--- src/rtl/conv2_scheduler.sv ---
// Stage-2 convolution sequencer: streams image/pattern beats into
// Conv2_Full per output position and writes each convSum to the output buffer.
module conv2_scheduler #(
  parameter int DATA_W     = 8,
  parameter int SUM_W      = 22,
  parameter int PACKET_LEN = 36,
  parameter int N_OUT      = 16,
  parameter int RESULT_LAT = 2,
  parameter int IMG_AW     = 10,
  parameter int PAT_AW     = 6,
  parameter int OUT_AW     = 4
) (
  input  logic              clk,
  input  logic              rst,
  input  logic              start,
  output logic              busy,
  output logic              done,
  output logic [IMG_AW-1:0] img_addr,
  output logic [PAT_AW-1:0] pat_addr,
  output logic              mem_rd,
  input  logic [DATA_W-1:0] img_data,
  input  logic [DATA_W-1:0] pat_data,
  output logic              conv_clr,
  output logic              conv_enable,
  output logic [DATA_W-1:0] conv_image,
  output logic [DATA_W-1:0] conv_pattern,
  input  logic              conv_packetRead,
  input  logic [SUM_W-1:0]  conv_sum,
  output logic              wr_en,
  output logic [OUT_AW-1:0] wr_addr,
  output logic [SUM_W-1:0]  wr_data
);

  localparam int KMAX =
    (PACKET_LEN > RESULT_LAT) ? PACKET_LEN : RESULT_LAT;
  localparam int KW = $clog2(KMAX + 1);

  localparam logic [KW-1:0] K_LEN  = KW'(PACKET_LEN);
  localparam logic [KW-1:0] K_LAST = KW'(PACKET_LEN - 1);
  localparam logic [KW-1:0] K_LAT  = KW'(RESULT_LAT);
  localparam logic [KW-1:0] K_ONE  = KW'(1);

  localparam logic [OUT_AW-1:0] P_LAST = OUT_AW'(N_OUT - 1);
  localparam logic [OUT_AW-1:0] P_ONE  = OUT_AW'(1);

  localparam logic [IMG_AW-1:0] B_STEP = IMG_AW'(PACKET_LEN);

  typedef enum logic [2:0] {
    S_IDLE,
    S_CLEAR,
    S_FEED,
    S_DRAIN,
    S_WRITE,
    S_DONE
  } state_t;

  state_t state_q, state_d;

  // k counts beats in FEED and latency cycles in DRAIN
  logic [KW-1:0]     k_q, k_d;
  logic [OUT_AW-1:0] p_q, p_d;
  logic [IMG_AW-1:0] base_q, base_d;
  logic              en_q, en_d;

  logic rd;
  logic clr;
  logic wen;
  logic dn;

  always_ff @(posedge clk or negedge rst) begin
    if (!rst) begin
      state_q <= S_IDLE;
      k_q     <= '0;
      p_q     <= '0;
      base_q  <= '0;
      en_q    <= 1'b0;
    end else begin
      state_q <= state_d;
      k_q     <= k_d;
      p_q     <= p_d;
      base_q  <= base_d;
      en_q    <= en_d;
    end
  end

  always_comb begin
    state_d = state_q;
    k_d     = k_q;
    p_d     = p_q;
    base_d  = base_q;
    rd      = 1'b0;
    clr     = 1'b0;
    wen     = 1'b0;
    dn      = 1'b0;
    unique case (state_q)
      S_IDLE: begin
        if (start) begin
          state_d = S_CLEAR;
        end
      end
      S_CLEAR: begin
        clr     = 1'b1;
        k_d     = '0;
        state_d = S_FEED;
      end
      S_FEED: begin
        if (conv_packetRead && (k_q < K_LEN)) begin
          rd  = 1'b1;
          k_d = k_q + K_ONE;
          if (k_q == K_LAST) begin
            k_d     = '0;
            state_d = S_DRAIN;
          end
        end
      end
      S_DRAIN: begin
        // first DRAIN cycle carries the final beat
        if (k_q == K_LAT) begin
          k_d     = '0;
          state_d = S_WRITE;
        end else begin
          k_d = k_q + K_ONE;
        end
      end
      S_WRITE: begin
        wen = 1'b1;
        if (p_q == P_LAST) begin
          state_d = S_DONE;
        end else begin
          p_d     = p_q + P_ONE;
          base_d  = base_q + B_STEP;
          state_d = S_CLEAR;
        end
      end
      S_DONE: begin
        dn      = 1'b1;
        p_d     = '0;
        base_d  = '0;
        state_d = S_IDLE;
      end
      default: begin
        state_d = S_IDLE;
      end
    endcase
  end

  assign en_d = rd;

  assign busy = (state_q != S_IDLE)
             && (state_q != S_DONE);

  assign done     = dn;
  assign conv_clr = clr;
  assign mem_rd   = rd;

  assign img_addr = rd ? (base_q + IMG_AW'(k_q)) : '0;
  assign pat_addr = rd ? PAT_AW'(k_q) : '0;

  assign conv_enable  = en_q;
  assign conv_image   = en_q ? img_data : '0;
  assign conv_pattern = en_q ? pat_data : '0;

  assign wr_en   = wen;
  assign wr_addr = wen ? p_q : '0;
  assign wr_data = wen ? conv_sum : '0;

endmodule
--- config.mk ---
export PLATFORM = sky130hd
export DESIGN_NAME = conv2_scheduler
export DESIGN_NICKNAME = d
export VERILOG_FILES = /design/src/rtl/conv2_scheduler.sv
export SDC_FILE = /design/constraint.sdc
export NUM_CORES = 1
export LEC_CHECK = 0
export ABC_AREA = 1
export CAP_MARGIN = 20
export CORE_MARGIN = 5
export CORE_UTILIZATION = 30
export CTS_CLUSTER_SIZE = 28
export DETAILED_ROUTE_END_ITERATION = 8
export GPL_ROUTABILITY_DRIVEN = 1
export PLACE_DENSITY = 0.67
export SYNTH_ARGS = -nofsm -noshare
export SYNTH_HDL_FRONTEND = slang
export SYNTH_SLANG_ARGS = --single-unit
--- constraint.sdc ---
create_clock -name clk -period 1.6 [get_ports clk]
set_clock_uncertainty 0.15 [all_clocks]
set_input_delay 0.32 -clock clk [delete_from_list [all_inputs] [get_ports clk]]
set_output_delay 0.32 -clock clk [all_outputs]
set_load 0.01 [all_outputs]
==> reports/metrics.cfg <==
[run_status]
status = finished with violations
violations = negative setup slack

[synth]
ys_ff_latch = 22
ys_seq_area_share_pct = 28.6
synthFlopType = dfrtp_1
yosys.cell_types.count = 27
yosysTopAreaCell = dfrtp_1
synth_area_leaders = dfrtp_1 (29%), nand2_1 (15%), inv_1 (13%)
synth_edf_count = 0
async_flop_share_pct = 100
syn_area_per_cell_sq_um = 6.12
syn_nets = 365
syn_area_sq_um = 1930
synthCells = 315
yosysWarningCount = 0
synth_top_area_share_pct = 28.6

[cells_and_area]
nets = 542
diodes = 0
areaGrowthSynthToFinish_pct = 122
final_common_cell = buf_6
drive_above_1_share_pct = 53.6
mostFrequentLayoutCells = buf_6 (58), nand2_1 (51), inv_1 (50)

[floorplan]
die_area_sq_um = 8130
core_sq_um = 6310
io_pins = 106
initial_utilization_pct = 30.5
die_x_microns = 90.1
rows = 29
die_h_microns = 90.1

[clocking]
htreeDepth = 1
clock_path_buffers = 2
clk_root_buffer_cell = clkbuf_8
cts.sinks = 22
clkTransAtPathRegs_ns = 0.08
cts_buffers = 3
clk_latency_ns = 0.26
cts_tree = done

[placed_design]
hpwl_microns = 4960
io_buffers = 105
post-place-ws_ns = -0.829
routabilityCongestion = 0.777

[worst_setup_path]
required_ns = 1.13
path_max_fanout = 8
critical_path_class = reg -> out
endpoint_kind = primary output
critical_path_arrival_ns = 1.69
r2r_cells = 10
cp-start-kind = register

[global_routing]
grt_pass1_vias = 2540
grt_antenna_before_repair = 0
grt_first_pass_wirelength_microns = 11700
grt_max_degree = 23
grt_overflow_total = 0
grtUsageTotal_pct = 16.6

[sta]
fin_ws_ns = -0.564
finalCritPeriodShare_pct = 135
hold_slack_ns = 0.268
final-max-slew-violation-count = 0
rsz0062_at_grt = yes
fmax_ghz = 0.462
slew_headroom_pct = 79.6
finalHoldViolCount = 0
fin_crit_ns = 2.16
setup_viol_count_final = 62
tightest_slew_ns = 0.306
setup_tns_ns = -22.40

[run]
cap_violations = 0

[detailed_routing]
antenna_left = 0
viasPerCell = 4.60
routed_wl_microns = 7750
first_iter_violations = 71
dr_total_vias = 2613
drcViolationCount = 0
routedWlPerCell_microns = 13.6
dr.pass1.iters = 4

[pwr]
design_power_total_w = 0.00416
ir_drop_v = 0.000853
power_density_nw_per_um2 = 975
p_leak_nw = 2.21

[worst_hold_path]
hold_path.class = in -> async

## path summary, 6_finish.rpt
check                                             from                     end  slack (ns)
worst max-delay path            state_q[0]$_DFFE_PN0P_             img_addr[5]       -0.56
worst min-delay path                               rst   base_q[9]$_DFFE_PN0N_        0.27
worst max register to register  state_q[0]$_DFFE_PN0P_   base_q[9]$_DFFE_PN0N_       -0.30
worst min register to register      k_q[1]$_DFFE_PN0P_      k_q[1]$_DFFE_PN0P_        0.45
max in group asynchronous                          rst  state_q[1]$_DFFE_PN0P_        0.78
min in group clk                    k_q[1]$_DFFE_PN0P_      k_q[1]$_DFFE_PN0P_        0.45
## per-stage QoR
| stage | instances | util, % | area [sq um] |
|---|---|---|---|
| finish | 568 | 67.6 | 4270 |
| global route | 568 | 67.6 | 4270 |
| CTS | 569 | 63.7 | 4020 |
| detailed placement | 538 | 56.2 | 3550 |
| global placement | 538 | 56.2 | 3550 |
| floorplan | 315 | - | 2060 |
## area by class of cell
cell class,count,area (sq um)
inverter,69,279
multi-input combinational,216,1600
timing repair buffer,180,1700
sequential,22,554
clock buffer,4,45.0
tap,77,96.3
fill,470,2040
## state kept, by name, indices dropped and copies added (netlist names)
signal / flops
base_q: 8
conv_enable: 1
p_q: 4
k_q: 6
state_q: 3
## synthesized netlist by cell type (all sizes together), types with 5 or more instances
cell type	number
xor2	5
buf	6
a21oi	11
nand3	20
ha	8
nand4	5
inv	69
o21ai	17
dfrtp	22
nor2	59
nand2	81
## what timing repair did
item / CTS / global route
pin swaps: 24 / 27
setup endpoints to repair: 78 / 85
gates cloned: 5 / 0
hold buffers: 0 / 0
hold endpoints to repair: 0 / 0
setup buffers: 24 / 8
resized for setup: 364 / 100
## metal layers
| layer | routed length (microns) | GRT usage, % |
|---|---|---|
| met5 | 0 | 0 |
| met4 | 89 | 1.61 |
| met3 | 433 | 4.26 |
| met2 | 4110 | 31.2 |
| met1 | 3120 | 19.5 |
## worst max-delay path, stage by stage, from the launching register on
cell	delay, ns
dfrtp_1	0.43
buf_6	0.14
nor2_4	0.11
inv_2	0.06
nor2_4	0.20
buf_6	0.15
inv_8	0.05
nor3_4	0.13
buf_2	0.14
## power breakdown
| part | leakage, nW | switching (W) | internal [W] |
|---|---|---|---|
| sequential | 0.294 | 0.000119 | 0.000674 |
| combinational | 1.89 | 0.00155 | 0.00145 |
| clock | 0.0228 | 0.000187 | 0.000178 |
| total | 2.21 | 0.00186 | 0.00230 |
## kinds of logic after synthesis
kind of cell | synth area share (%)
adders and majority gates | 5.20
xor gates and xnor gates | 3.18
AOI/OAI and AO/OA | 9.03
and+or+nand+nor | 37.8
buffers and inverters | 16.2
DFF | 28.6
No activity file was read; power rests on OpenSTA's default activity.
